## config.mk

```make
export PLATFORM = sky130hd
export DESIGN_NAME = lcd_sequencer
export DESIGN_NICKNAME = d
export VERILOG_FILES = /design/src/rtl/lcd_seq_pkg.sv /design/src/rtl/lcd_delay_timer.sv /design/src/rtl/lcd_sequencer.sv
export SDC_FILE = /design/constraint.sdc
export NUM_CORES = 1
export LEC_CHECK = 0
export ABC_AREA = 1
export CAP_MARGIN = 10
export CORE_MARGIN = 4
export CORE_UTILIZATION = 55
export CTS_CLUSTER_DIAMETER = 30
export CTS_CLUSTER_SIZE = 28
export DETAILED_ROUTE_END_ITERATION = 16
export PLACE_DENSITY = 0.84
export SETUP_SLACK_MARGIN = 0.05
export SYNTH_ARGS = -nofsm -noshare
export SYNTH_HDL_FRONTEND = slang
export SYNTH_SLANG_ARGS = --single-unit
```

## constraint.sdc

```tcl
create_clock -name clk -period 2.2 [get_ports clk]
set_clock_uncertainty 0.15 [all_clocks]
set_input_delay 0.44 -clock clk [delete_from_list [all_inputs] [get_ports clk]]
set_output_delay 0.44 -clock clk [all_outputs]
set_load 0.01 [all_outputs]
```

## src/rtl/lcd_seq_pkg.sv

```systemverilog
// Shared types, init ROM contents and command decode for the HD44780 sequencer.
package lcd_seq_pkg;

  localparam int TMR_W = 20;
  localparam int ROM_DEPTH = 8;
  localparam logic [2:0] ROM_LAST = 3'd7;
  localparam logic [2:0] ROM_FIRST_POLL = 3'd4;

  typedef enum logic [3:0] {
    S_PWRUP,
    S_ISSUE,
    S_ACK,
    S_DONE,
    S_DELAY,
    S_IDLE,
    S_POLL,
    S_PACK,
    S_PDONE
  } state_e;

  typedef enum logic [1:0] {
    DSEL_CMD,
    DSEL_INIT1,
    DSEL_CLEAR
  } dsel_e;

  typedef struct packed {
    logic [7:0] data;
    dsel_e      dsel;
  } rom_entry_t;

  localparam rom_entry_t INIT_ROM [ROM_DEPTH] = '{
    '{data: 8'h38, dsel: DSEL_INIT1},
    '{data: 8'h38, dsel: DSEL_CMD},
    '{data: 8'h38, dsel: DSEL_CMD},
    '{data: 8'h38, dsel: DSEL_CMD},
    '{data: 8'h08, dsel: DSEL_CMD},
    '{data: 8'h01, dsel: DSEL_CLEAR},
    '{data: 8'h06, dsel: DSEL_CMD},
    '{data: 8'h0C, dsel: DSEL_CMD}
  };

  // Clear (0x01) and return-home (0x02/0x03) need the long execution time.
  function automatic logic is_clear_home(input logic rs, input logic [7:0] data);
    return !rs && ((data == 8'h01) || (data == 8'h02) || (data == 8'h03));
  endfunction

endpackage

```

## src/rtl/lcd_delay_timer.sv

```systemverilog
// 20-bit down-counter shared by the power-up wait, post-command delays and handshake timeout.
module lcd_delay_timer
  import lcd_seq_pkg::*;
#(
  parameter logic [TMR_W-1:0] RESET_VAL = '0
) (
  input  logic             clk,
  input  logic             rst,
  input  logic             load_i,
  input  logic [TMR_W-1:0] value_i,
  output logic             expired_o
);

  logic [TMR_W-1:0] count_q;
  logic [TMR_W-1:0] count_d;

  always_comb begin
    count_d = count_q;
    if (load_i) begin
      count_d = value_i;
    end else if (count_q != '0) begin
      count_d = count_q - 1'b1;
    end
  end

  // Reset loads the power-up wait so the sequencer starts counting immediately.
  always_ff @(posedge clk or posedge rst) begin
    if (rst) begin
      count_q <= RESET_VAL;
    end else begin
      count_q <= count_d;
    end
  end

  assign expired_o = (count_q == '0);

endmodule

```

## src/rtl/lcd_sequencer.sv

```systemverilog
// HD44780 init + host-write sequencer driving Lcd_Controller strobes.
// Define LCD_SEQ_BUSY_POLL_EN to replace timed delays with busy-flag polling (ROM 4-7, host writes).
module lcd_sequencer
  import lcd_seq_pkg::*;
#(
  parameter int unsigned T_POWERUP = 750000,
  parameter int unsigned T_INIT1   = 205000,
  parameter int unsigned T_CMD     = 2000,
  parameter int unsigned T_CLEAR   = 82000,
  parameter int unsigned T_ACK_TO  = 64
) (
  input  logic       clk,
  input  logic       rst,
  input  logic       host_valid,
  input  logic       host_rs,
  input  logic [7:0] host_data,
  output logic       host_ready,
  output logic       init_done,
  output logic       lcd_err,
  output logic       lcd_ncs,
  output logic       lcd_nwr,
  output logic       lcd_nrd,
  output logic       lcd_rs,
  output logic [7:0] lcd_data,
  input  logic [7:0] lcd_din,
  input  logic       lcd_rdy
);

  // A load of N-1 yields N cycles before expiry.
  localparam logic [TMR_W-1:0] LD_POWERUP = TMR_W'(T_POWERUP - 1);
  localparam logic [TMR_W-1:0] LD_INIT1   = TMR_W'(T_INIT1 - 1);
  localparam logic [TMR_W-1:0] LD_CMD     = TMR_W'(T_CMD - 1);
  localparam logic [TMR_W-1:0] LD_CLEAR   = TMR_W'(T_CLEAR - 1);
  localparam logic [TMR_W-1:0] LD_ACK_TO  = TMR_W'(T_ACK_TO - 1);

  state_e           state_q, state_d;
  logic [2:0]       idx_q;
  logic             rs_q;
  logic [7:0]       data_q;
  logic             init_done_q;
  logic             err_q;

  logic             tmr_load;
  logic [TMR_W-1:0] tmr_value;
  logic             tmr_expired;
  logic             start_rom, advance, err_set, xfer_end, host_accept;
  dsel_e            dsel;
  logic [TMR_W-1:0] delay_ld;
  logic [2:0]       idx_next;
  logic             din_unused;

  lcd_delay_timer #(
    .RESET_VAL(LD_POWERUP)
  ) u_timer (
    .clk      (clk),
    .rst      (rst),
    .load_i   (tmr_load),
    .value_i  (tmr_value),
    .expired_o(tmr_expired)
  );

  assign idx_next = idx_q + 3'd1;

  // ROM entries carry their own delay class; host writes decode clear/home.
  always_comb begin
    dsel = DSEL_CMD;
    if (!init_done_q) begin
      dsel = INIT_ROM[idx_q].dsel;
    end else if (is_clear_home(rs_q, data_q)) begin
      dsel = DSEL_CLEAR;
    end
    case (dsel)
      DSEL_INIT1: delay_ld = LD_INIT1;
      DSEL_CLEAR: delay_ld = LD_CLEAR;
      default:    delay_ld = LD_CMD;
    endcase
  end

`ifdef LCD_SEQ_BUSY_POLL_EN
  logic use_poll;
  assign use_poll   = init_done_q || (idx_q >= ROM_FIRST_POLL);
  assign din_unused = ^lcd_din[6:0];
`else
  assign din_unused = ^lcd_din;
`endif

  always_ff @(posedge clk or posedge rst) begin
    if (rst) begin
      state_q <= S_PWRUP;
    end else begin
      state_q <= state_d;
    end
  end

  // NOTE: every signal assigned in this block gets a default first, so no path leaves one unassigned and infers a latch.
  always_comb begin
    state_d     = state_q;
    tmr_load    = 1'b0;
    tmr_value   = delay_ld;
    start_rom   = 1'b0;
    advance     = 1'b0;
    err_set     = 1'b0;
    xfer_end    = 1'b0;
    host_accept = 1'b0;
    case (state_q)
      S_PWRUP: begin
        if (tmr_expired) begin
          start_rom = 1'b1;
          state_d   = S_ISSUE;
        end
      end
      S_IDLE: begin
        if (host_valid) begin
          host_accept = 1'b1;
          state_d     = S_ISSUE;
        end
      end
      S_ISSUE: begin
        state_d   = S_ACK;
        tmr_load  = 1'b1;
        tmr_value = LD_ACK_TO;
      end
      S_ACK: begin
        if (!lcd_rdy) begin
          state_d   = S_DONE;
          tmr_load  = 1'b1;
          tmr_value = LD_ACK_TO;
        end else if (tmr_expired) begin
          err_set  = 1'b1;
          xfer_end = 1'b1;
        end
      end
      S_DONE: begin
        if (lcd_rdy) begin
          xfer_end = 1'b1;
        end else if (tmr_expired) begin
          err_set  = 1'b1;
          xfer_end = 1'b1;
        end
      end
      S_DELAY: begin
        if (tmr_expired) begin
          advance = 1'b1;
        end
      end
`ifdef LCD_SEQ_BUSY_POLL_EN
      S_POLL: begin
        state_d   = S_PACK;
        tmr_load  = 1'b1;
        tmr_value = LD_ACK_TO;
      end
      S_PACK: begin
        if (!lcd_rdy) begin
          state_d   = S_PDONE;
          tmr_load  = 1'b1;
          tmr_value = LD_ACK_TO;
        end else if (tmr_expired) begin
          err_set = 1'b1;
          advance = 1'b1;
        end
      end
      S_PDONE: begin
        if (lcd_rdy) begin
          if (lcd_din[7]) begin
            state_d = S_POLL;
          end else begin
            advance = 1'b1;
          end
        end else if (tmr_expired) begin
          err_set = 1'b1;
          advance = 1'b1;
        end
      end
`endif
      default: state_d = S_PWRUP;
    endcase

    if (xfer_end) begin
      state_d   = S_DELAY;
      tmr_load  = 1'b1;
      tmr_value = delay_ld;
`ifdef LCD_SEQ_BUSY_POLL_EN
      if (use_poll) begin
        state_d  = S_POLL;
        tmr_load = 1'b0;
      end
`endif
    end

    if (advance) begin
      state_d = (init_done_q || (idx_q == ROM_LAST)) ? S_IDLE : S_ISSUE;
    end
  end

  always_comb begin
    lcd_ncs = 1'b1;
    lcd_nwr = 1'b1;
    lcd_nrd = 1'b1;
    lcd_rs  = rs_q;
    case (state_q)
      S_ISSUE, S_ACK: begin
        lcd_ncs = 1'b0;
        lcd_nwr = 1'b0;
      end
`ifdef LCD_SEQ_BUSY_POLL_EN
      S_POLL, S_PACK: begin
        lcd_ncs = 1'b0;
        lcd_nrd = 1'b0;
        lcd_rs  = 1'b0;
      end
      S_PDONE: lcd_rs = 1'b0;
`endif
      default: ;
    endcase
  end

  // NOTE: state registers use non-blocking assignments so every flop samples pre-edge values, independent of block order.
  // NOTE: INIT_ROM is a constant table, so it has no storage that would need a reset.
  always_ff @(posedge clk or posedge rst) begin
    if (rst) begin
      idx_q       <= '0;
      rs_q        <= 1'b0;
      data_q      <= '0;
      init_done_q <= 1'b0;
      err_q       <= 1'b0;
    end else begin
      if (err_set) begin
        err_q <= 1'b1;
      end
      if (host_accept) begin
        rs_q   <= host_rs;
        data_q <= host_data;
      end
      if (start_rom) begin
        idx_q  <= '0;
        rs_q   <= 1'b0;
        data_q <= INIT_ROM[0].data;
      end
      if (advance && !init_done_q) begin
        if (idx_q == ROM_LAST) begin
          init_done_q <= 1'b1;
        end else begin
          idx_q  <= idx_next;
          data_q <= INIT_ROM[idx_next].data;
        end
      end
    end
  end

  assign host_ready = (state_q == S_IDLE);
  assign init_done  = init_done_q;
  assign lcd_err    = err_q;
  assign lcd_data   = data_q;

endmodule

```

==> results.cfg, run 1 <==
[setup_path]
r2r-start = u_timer.count_q[1]$_DFFE_PP1P_
r2r_slack_ns = 0.18
crit_type = reg2reg
worst_path_largest_cell_delay_ns = 0.55
cp.depth = 12
r2r_cells = 12
path_buf_inv = 3
crit_required_ns = 2.22
reg2reg_to = u_timer.count_q[9]$_DFFE_PP0P_
critPathSlowestCell = dfstp_2
start_kind = flip-flop
cp_max_fo = 11
cpLargestDelayFamily = simple AND/OR/NAND/NOR gates
crit_chain = inv_1 > ha_2 > inv_1 > nor2_1 > nand2_1 > nor2_4 > nand3_4 > nand2_8 > nand2_8 > nand3_2 > inv_2 > a21oi_1
crit_arrival_ns = 2.03
crit_path_end_kind = flip-flop

[global_route]
grt_pass1_vias = 2263
grt_pass1_wl_um = 10210
grt.total_usage_pct = 21.43
grt_max_degree = 38
overflow = 0
grt_antenna_before_repair = 0

[clocking]
numCtsBuffers = 5
clk_pin_slew_worst_paths_ns = 0.07
cts_tree = yes
clk_path_buf_depth = 2
clk_latency_ns = 0.29
clock_sinks = 37
h-tree-depth = 2
cts_root_buf = clkbuf_8

[final_layout]
multi_input_area_sq_um = 1393
fin_nets = 407
final_util_pct = 69.64
fin_area_sq_um = 3074
antenna_cells = 0
syn2layout_area_growth_pct = 20.97
drive_above_1_share_pct = 18.40
final-seq-area_sq_um = 942.2
nFillCells = 352

[placement]
gp_congestion = 0.9412
dp_hpwl_um = 4507
port_buffers = 26
placed_area_sq_um = 2898
detailedPlace.worstSlack_ns = 0.04948

[sta]
tns_ns = 0
maxSlewViolCount = 0
hold_viol_final = 0
holdWs_ns = 0.3287
period_needed_ns = 2.016
rsz0062_at_grt = no
worst_slack_ns = 0.1842
setup_viol_count_final = 0
finalCritPeriodShare_pct = 91.63
max_freq_ghz = 0.4961

[synth]
synth_area_per_cell_sq_um = 7.701
syn_area_sq_um = 2541
yosys.area.top_type_share_pct = 23.63
synth-compound-area-share_pct = 8.124
synthMuxAreaShare_pct = 1.182
synth_fp_nets = 363
synthArstFlopShare_pct = 100.0
yosysWarningCount = 0
synthTopCellsByArea = dfrtp_1 (24%), dfstp_2 (13%), nand2_1 (9.7%), inv_1 (7.4%), ha_1 (5.9%)
ys_ff_latch = 37
synth.yosys.seq_area_share_pct = 37.08
synth_ff_type = dfrtp_1
yosys.area_share.simple_pct = 32.99
synthCells = 330
synth_xor_area_share_pct = 5.170
yosysUniqueCellTypes = 37
synth_top_area_cell = dfrtp_1
synthAdderAreaFrac_pct = 5.908
synth_edf_count = 0
synth_most_common_cell = nand2_1
synth_top_family_by_area = simple AND/OR/NAND/NOR gates
synth_common_cells = nand2_1 (66), inv_1 (50), nor2_1 (37)

[worst_hold_path]
hp-start = lcd_err$_DFFE_PP0P_
whs_path_depth = 1
min_to = lcd_err$_DFFE_PP0P_
hold_path_class = reg2reg

[die]
start_util_pct = 57.57
fp.dieW_um = 75.98
num_io_pins = 36
dieArea_sq_um = 5772
core_region_area_sq_um = 4414
die_h_um = 75.98
rows = 24

[detailed_routing]
drtAntennaViolNets = 0
routed.top_layer = met4
drc_errors = 0
first_iter_violations = 108
vias = 2254
route.met3.wl_um = 253
wire_per_inst_um = 13.86
firstDrtPassIters = 4
post_drt_via_cell_ratio = 5.279
dr_wl_met2_um = 2985
wl_met1_um = 2536
wirelength_um = 5918

[outcome]
status = finished, final reports clean

[power]
p_per_area_nw_per_um2 = 1060
vdd_drop_max_v = 0.0007768
leakagePower_nw = 1.460

[job]
drv_cap = 0
==> placed cells by master (no fill, tap or decap), types with 3 or more instances in the layout <==
master / synthesis / routed
inv_2: 4 / 4
nor2_2: 3 / 5
inv_1: 50 / 49
ha_1: 12 / 11
a21oi_1: 8 / 8
nor3_1: 7 / 7
o21ai_0: 11 / 11
nand2_1: 66 / 66
nor2_1: 37 / 35
nor2_4: 5 / 5
clkdlybuf4s50_1: 0 / 23
nand3_1: 30 / 30
xor2_1: 13 / 12
clkbuf_8: 0 / 6
mux2i_1: 3 / 3
nand3_2: 3 / 3
a21oi_2: 5 / 5
buf_4: 2 / 16
dfstp_2: 13 / 13
dfrtp_1: 24 / 24
dlygate4sd2_1: 0 / 3
nand3b_1: 4 / 4
==> worst max-delay path by stage <==
stage               slack (ns)                      startpoint                         endpoint
global placement          0.11                         lcd_rdy  u_timer.count_q[10]$_DFFE_PP0P_
global route              0.04  u_timer.count_q[1]$_DFFE_PP1P_            lcd_data[3]$_DFF_PP0_
CTS                       0.12  u_timer.count_q[0]$_DFFE_PP1P_            lcd_data[3]$_DFF_PP0_
finish                    0.18  u_timer.count_q[1]$_DFFE_PP1P_   u_timer.count_q[9]$_DFFE_PP0P_
floorplan                 0.28  u_timer.count_q[0]$_DFFE_PP1P_           state_q[0]$_DFFE_PP0P_
detailed placement        0.05                         lcd_rdy   u_timer.count_q[9]$_DFFE_PP0P_
==> stage by stage <==
| step | std cells | total power [W] |
|---|---|---|
| 2_1_floorplan | 330 | 0.002167 |
| 3_3_place_gp | 412 | 0.002682 |
| 3_5_place_dp | 412 | 0.002737 |
| 4_1_cts | 420 | 0.003224 |
| 5_1_grt | 427 | 0.003536 |
| 6_report | 427 | 0.003257 |
==> flip-flops by register name (all words and copies together), names as in the netlist <==
register,count
init_done,1
state_q,3
idx_q,3
lcd_rs,1
u_timer.count_q,20
lcd_err,1
lcd_data,8
==> metal layers <==
metal,GRT usage [%],vias up
met3,4.019,11
met4,9.431,0
met2,37.24,62
met5,0,-
li1,-,1134
met1,25.49,1047
==> repair_timing <==
item	CTS	global route
hold buffers	0	0
pin swaps	0	1
endpoints found under the setup margin	3	18
gates resized for setup	4	8
setup buffers	0	7
==> area by class of cell <==
class                   instances  share of cell area (%)
clock buffers                   8                   2.930
inverters                      54                   6.756
multi-input cells             234                   45.30
flip-flops and latches         37                   30.65
well taps                      52                   2.116
repair buffers                 42                   12.25
==> logic make-up after synthesis <==
family	after synthesis
muxes	3
adders and majority gates	12
buffers and inverters	59
xor gates and xnor gates	15
and+or+nand+nor	169
other	1
AOI/OAI and AO/OA	34
DFF	37
==> report_power, final <==
group          total [W]  switching, W  internal, W  leakage, nW
Combinational    0.00163      0.000947     0.000683        0.972
Sequential       0.00113      0.000193     0.000940        0.443
Clock           0.000494      0.000239     0.000256       0.0455
No activity file was read; power rests on OpenSTA's default activity.
==> run 2: changes to the inputs <==
Settings changed: PLACE_DENSITY 0.84 to 0.83, SLEW_MARGIN set to 20.
==> results.cfg, run 2 (synthesized netlist as in run 1, its figures left out) <==
[setup_path]
start_kind = flip-flop
crit_path_end_kind = flip-flop
r2r_cells = 12
cp_max_fo = 11
reg2reg_to = u_timer.count_q[10]$_DFFE_PP0P_
startpoint = u_timer.count_q[0]$_DFFE_PP1P_
crit_type = reg2reg
crit_required_ns = 2.22
worst_path_largest_cell_delay_ns = 0.57
endpoint = u_timer.count_q[10]$_DFFE_PP0P_
path_buf_inv = 3
cpLargestDelayFamily = simple AND/OR/NAND/NOR gates
r2r_slack_ns = 0.14
critPathSlowestCell = dfstp_2
crit_arrival_ns = 2.09
crit_chain = inv_1 > ha_1 > inv_1 > nor2_1 > nand2_1 > nor2_4 > nand3_4 > nand2_4 > nand2_4 > nand3_2 > inv_2 > a21oi_1
cp.depth = 12
r2r-start = u_timer.count_q[0]$_DFFE_PP1P_

[detailed_routing]
post_drt_via_cell_ratio = 5.417
drtAntennaViolNets = 0
wirelength_um = 5736
first_iter_violations = 91
wire_per_inst_um = 13.59
vias = 2286
drc_errors = 0
firstDrtPassIters = 4

[clocking]
clock_sinks = 37
clk_path_buf_depth = 2
cts_setup_buffers = 0
numCtsBuffers = 5
clk_latency_ns = 0.30
clk_pin_slew_worst_paths_ns = 0.08
h-tree-depth = 2
cts_tree = yes
cts_root_buf = clkbuf_8
hold_buffers = 0

[sta]
rsz0062_at_grt = yes
holdWs_ns = 0.3385
period_needed_ns = 2.065
setup_viol_count_final = 0
finalCritPeriodShare_pct = 93.86
hold_viol_final = 0
max_freq_ghz = 0.4843
maxSlewViolCount = 0
tns_ns = 0

[final_layout]
fin_nets = 402
antenna_cells = 0
layout_common_cells = nand2_1 (66), inv_1 (50), nor2_1 (36), nand3_1 (30), dfrtp_1 (24)
layout_commonest_cell = nand2_1
drive_above_1_share_pct = 16.76
largest_reg_flops = 20
syn2layout_area_growth_pct = 18.61
top_register = u_timer.count_q

[die]
fp.dieW_um = 75.98
dieArea_sq_um = 5772
core_region_area_sq_um = 4414
die_h_um = 75.98
num_io_pins = 36
start_util_pct = 57.57
rows = 24

[global_route]
grt.total_usage_pct = 20.95
grt_max_degree = 38
grt_pass1_wl_um = 10030
overflow = 0
grt_pass1_vias = 2297
grt_antenna_before_repair = 0

[placement]
gp_congestion = 0.9223
port_buffers = 26
dp_hpwl_um = 4375

[power]
power_w = 0.003219
internal-power_w = 0.001832
combinationalPowerShare_pct = 49.5
p_clk_share_pct = 15.2
vdd_drop_max_v = 0.0008189
leakagePower_nw = 1.447
sequentialPowerShare_pct = 35.3
p_per_area_nw_per_um2 = 1068
swShare_pct = 43.10
p_sw_w = 0.001388

[outcome]
status = finished, final reports clean

[worst_hold_path]
hold_path_class = reg2reg

[job]
drv_cap = 0
==> run 2: cell count changes in the layout (fill, tap and decap cells not counted), sizes merged <==
cell / previous run / this run
buf: 16 / 11
clkbuf: 8 / 5
clkinvlp: 0 / 3
dlygate4sd2: 3 / 2
dlymetal6s2s: 0 / 1
==> run 2: worst min-delay path by stage <==
stage	start	to	depth (start not counted)
final	lcd_err$_DFFE_PP0P_	lcd_err$_DFFE_PP0P_	1
after global routing	lcd_err$_DFFE_PP0P_	lcd_err$_DFFE_PP0P_	1
after floorplan	u_timer.count_q[0]$_DFFE_PP1P_	u_timer.count_q[0]$_DFFE_PP1P_	2
after global placement	lcd_err$_DFFE_PP0P_	lcd_err$_DFFE_PP0P_	1
after CTS	lcd_err$_DFFE_PP0P_	lcd_err$_DFFE_PP0P_	1
after detailed placement	lcd_err$_DFFE_PP0P_	lcd_err$_DFFE_PP0P_	1
==> run 2: per-stage QoR <==
step	instances	setup slack [ns]	util, %	cell area, sq um
2_1_floorplan	330	0.2785	-	2541
3_3_place_gp	414	0.1521	65.99	2913
3_5_place_dp	414	0.08241	65.99	2913
4_1_cts	422	0.004820	68.06	3004
5_1_grt	422	0.01292	68.28	3014
6_report	422	0.1351	68.28	3014
==> run 2: final cells by class <==
class / instances / area [sq um]
inverters: 54 / 205.2
well taps: 52 / 65.06
flip-flops and latches: 37 / 942.2
clock inverters: 3 / 22.52
multi-input cells: 234 / 1368
clock buffers: 5 / 68.82
repair buffers: 37 / 342.8
fillers: 361 / 1400
==> run 2: layer usage <==
metal | vias up | share of wire, % | GRT usage [%]
met5 | - | 0 | 0
met4 | 0 | 2.1 | 8.007
met3 | 12 | 4.6 | 5.556
met2 | 56 | 51 | 36.39
met1 | 1095 | 42 | 24.40
li1 | 1123 | - | -
==> run 2: power by group through the flow <==
stage	Combinational, W	Clock [W]	Sequential (W)
after CTS	0.00159	0.000498	0.00113
after global routing	0.00178	0.000530	0.00117
after detailed placement	0.00158	0	0.00114
after global placement	0.00154	0	0.00114
after floorplan	0.00102	0	0.00114
final	0.00159	0.000490	0.00114
==> run 2: timing repair <==
item | CTS | global route
endpoints found under the setup margin | 3 | 8
pin swaps | 0 | 0
gates resized for setup | 3 | 4
==> run 3: changes to the inputs <==
Settings changed: CORE_ASPECT_RATIO set to 1.2, MAX_ROUTING_LAYER set to met4.
==> results.cfg, run 3 (synthesized netlist as in run 1, its figures left out) <==
[detailed_routing]
firstDrtPassIters = 4
vias = 2223
post_drt_via_cell_ratio = 5.194
wirelength_um = 5699
wire_per_inst_um = 13.32
first_iter_violations = 119
drc_errors = 0
drtAntennaViolNets = 0

[global_route]
grt.total_usage_pct = 21.97
grt_pass1_vias = 2272
grt_pass1_wl_um = 9694
grt_antenna_before_repair = 0
grt_max_degree = 38
overflow = 0

[setup_path]
crit_type = reg2reg
r2r_slack_ns = 0.15
path_buf_inv = 3
critPathSlowestCell = dfstp_2
start_kind = flip-flop
crit_required_ns = 2.28
worst_path_largest_cell_delay_ns = 0.57
cpLargestDelayFamily = simple AND/OR/NAND/NOR gates
crit_chain = inv_1 > ha_1 > inv_1 > nor2_1 > nand2_1 > nor2_4 > nand3_4 > nand2_4 > nand2_4 > buf_4 > nand3_1 > a21oi_2
crit_path_end_kind = flip-flop
cp_max_fo = 11
crit_arrival_ns = 2.13

[sta]
holdWs_ns = 0.3356
finalCritPeriodShare_pct = 93.22
worst_slack_ns = 0.1491
tns_ns = 0
rsz0062_at_grt = no
maxSlewViolCount = 0
max_freq_ghz = 0.4876
setup_viol_count_final = 0
period_needed_ns = 2.051
hold_viol_final = 0

[placement]
port_buffers = 26
dp.cells = 419
detailedPlace.worstSlack_ns = 0.06698
gp_congestion = 0.9131
dp_hpwl_um = 4488

[worst_hold_path]
hold_path_class = reg2reg

[die]
core_region_area_sq_um = 4359
fp.dieW_um = 70.05
start_util_pct = 58.30
die_h_um = 82.46
dieArea_sq_um = 5776
rows = 26
num_io_pins = 36

[outcome]
status = finished, final reports clean

[clocking]
hold_buffers = 0
clock_sinks = 37
clk_latency_ns = 0.30
clk_pin_slew_worst_paths_ns = 0.07
h-tree-depth = 2
cts_root_buf = clkbuf_8
clk_path_buf_depth = 2
cts_tree = yes
numCtsBuffers = 5

[final_layout]
antenna_cells = 0
layout_commonest_cell = nand2_1
fin_cells = 428
syn2layout_area_growth_pct = 18.86
largest_reg_flops = 20
drive_above_1_share_pct = 16.40
fin_nets = 404
top_register = u_timer.count_q
layout_common_cells = nand2_1 (66), inv_1 (50), nor2_1 (37), nand3_1 (30), dfrtp_1 (24)

[power]
swShare_pct = 42.59
p_clk_share_pct = 14.7
vdd_drop_max_v = 0.0007836
combinationalPowerShare_pct = 49.6
sequentialPowerShare_pct = 35.7
internal-power_w = 0.001835
leakagePower_nw = 1.448
p_per_area_nw_per_um2 = 1058
p_sw_w = 0.001361

[job]
drv_cap = 0
[run 3: cell count changes in the layout (fill, tap and decap cells not counted), sizes merged]
| cell | change |
|---|---|
| buf | +2 |
| clkinv | +1 |
| dlygate4sd2 | +1 |
| clkinvlp | -3 |
| dlymetal6s2s | -1 |
| clkbuf | +2 |
[run 3: repair_timing]
item | in CTS | in global routing
endpoints found under the setup margin | 3 | 12
resized for setup | 3 | 3
buffers inserted | 0 | 1
[run 3: final timing paths]
path,depth (start not counted),startpoint,end
max,12,u_timer.count_q[0]$_DFFE_PP1P_,u_timer.count_q[14]$_DFFE_PP1P_
min,1,lcd_err$_DFFE_PP0P_,lcd_err$_DFFE_PP0P_
max reg2reg,12,u_timer.count_q[0]$_DFFE_PP1P_,u_timer.count_q[14]$_DFFE_PP1P_
min reg2reg,1,lcd_err$_DFFE_PP0P_,lcd_err$_DFFE_PP0P_
max in group asynchronous,3,rst,u_timer.count_q[12]$_DFFE_PP1P_
min in group asynchronous,3,rst,idx_q[2]$_DFF_PP0_
[run 3: per-stage QoR]
step	power [W]	util, %	area [sq um]
2_1_floorplan	0.002167	-	2541
3_3_place_gp	0.002693	67.11	2925
3_5_place_dp	0.002747	67.11	2925
4_1_cts	0.003204	68.89	3003
5_1_grt	0.003449	69.29	3020
6_report	0.003196	69.29	3020
[run 3: final cells by class]
type / count / area (sq um)
inverters: 54 / 205.2
clock buffers: 7 / 76.32
well taps: 56 / 70.07
flip-flops and latches: 37 / 942.2
fillers: 369 / 1339
clock inverters: 1 / 5.005
repair buffers: 39 / 354.1
multi-input cells: 234 / 1368
[run 3: power by group through the flow]
| stage | clock [W] | combinational (W) | sequential [W] |
|---|---|---|---|
| final | 0.000470 | 0.00159 | 0.00114 |
| after global routing | 0.000506 | 0.00178 | 0.00117 |
| after CTS | 0.000478 | 0.00159 | 0.00114 |
| after detailed placement | 0 | 0.00160 | 0.00115 |
| after global placement | 0 | 0.00155 | 0.00114 |
| after floorplan | 0 | 0.00102 | 0.00114 |
[run 3: routing by layer]
layer	global-route usage, %	up-vias	share of wire [%]
met4	9.962	0	2.9
met5	-	-	0
met2	41.49	46	53
li1	-	1129	-
met3	3.874	17	3.1
met1	22.38	1031	41
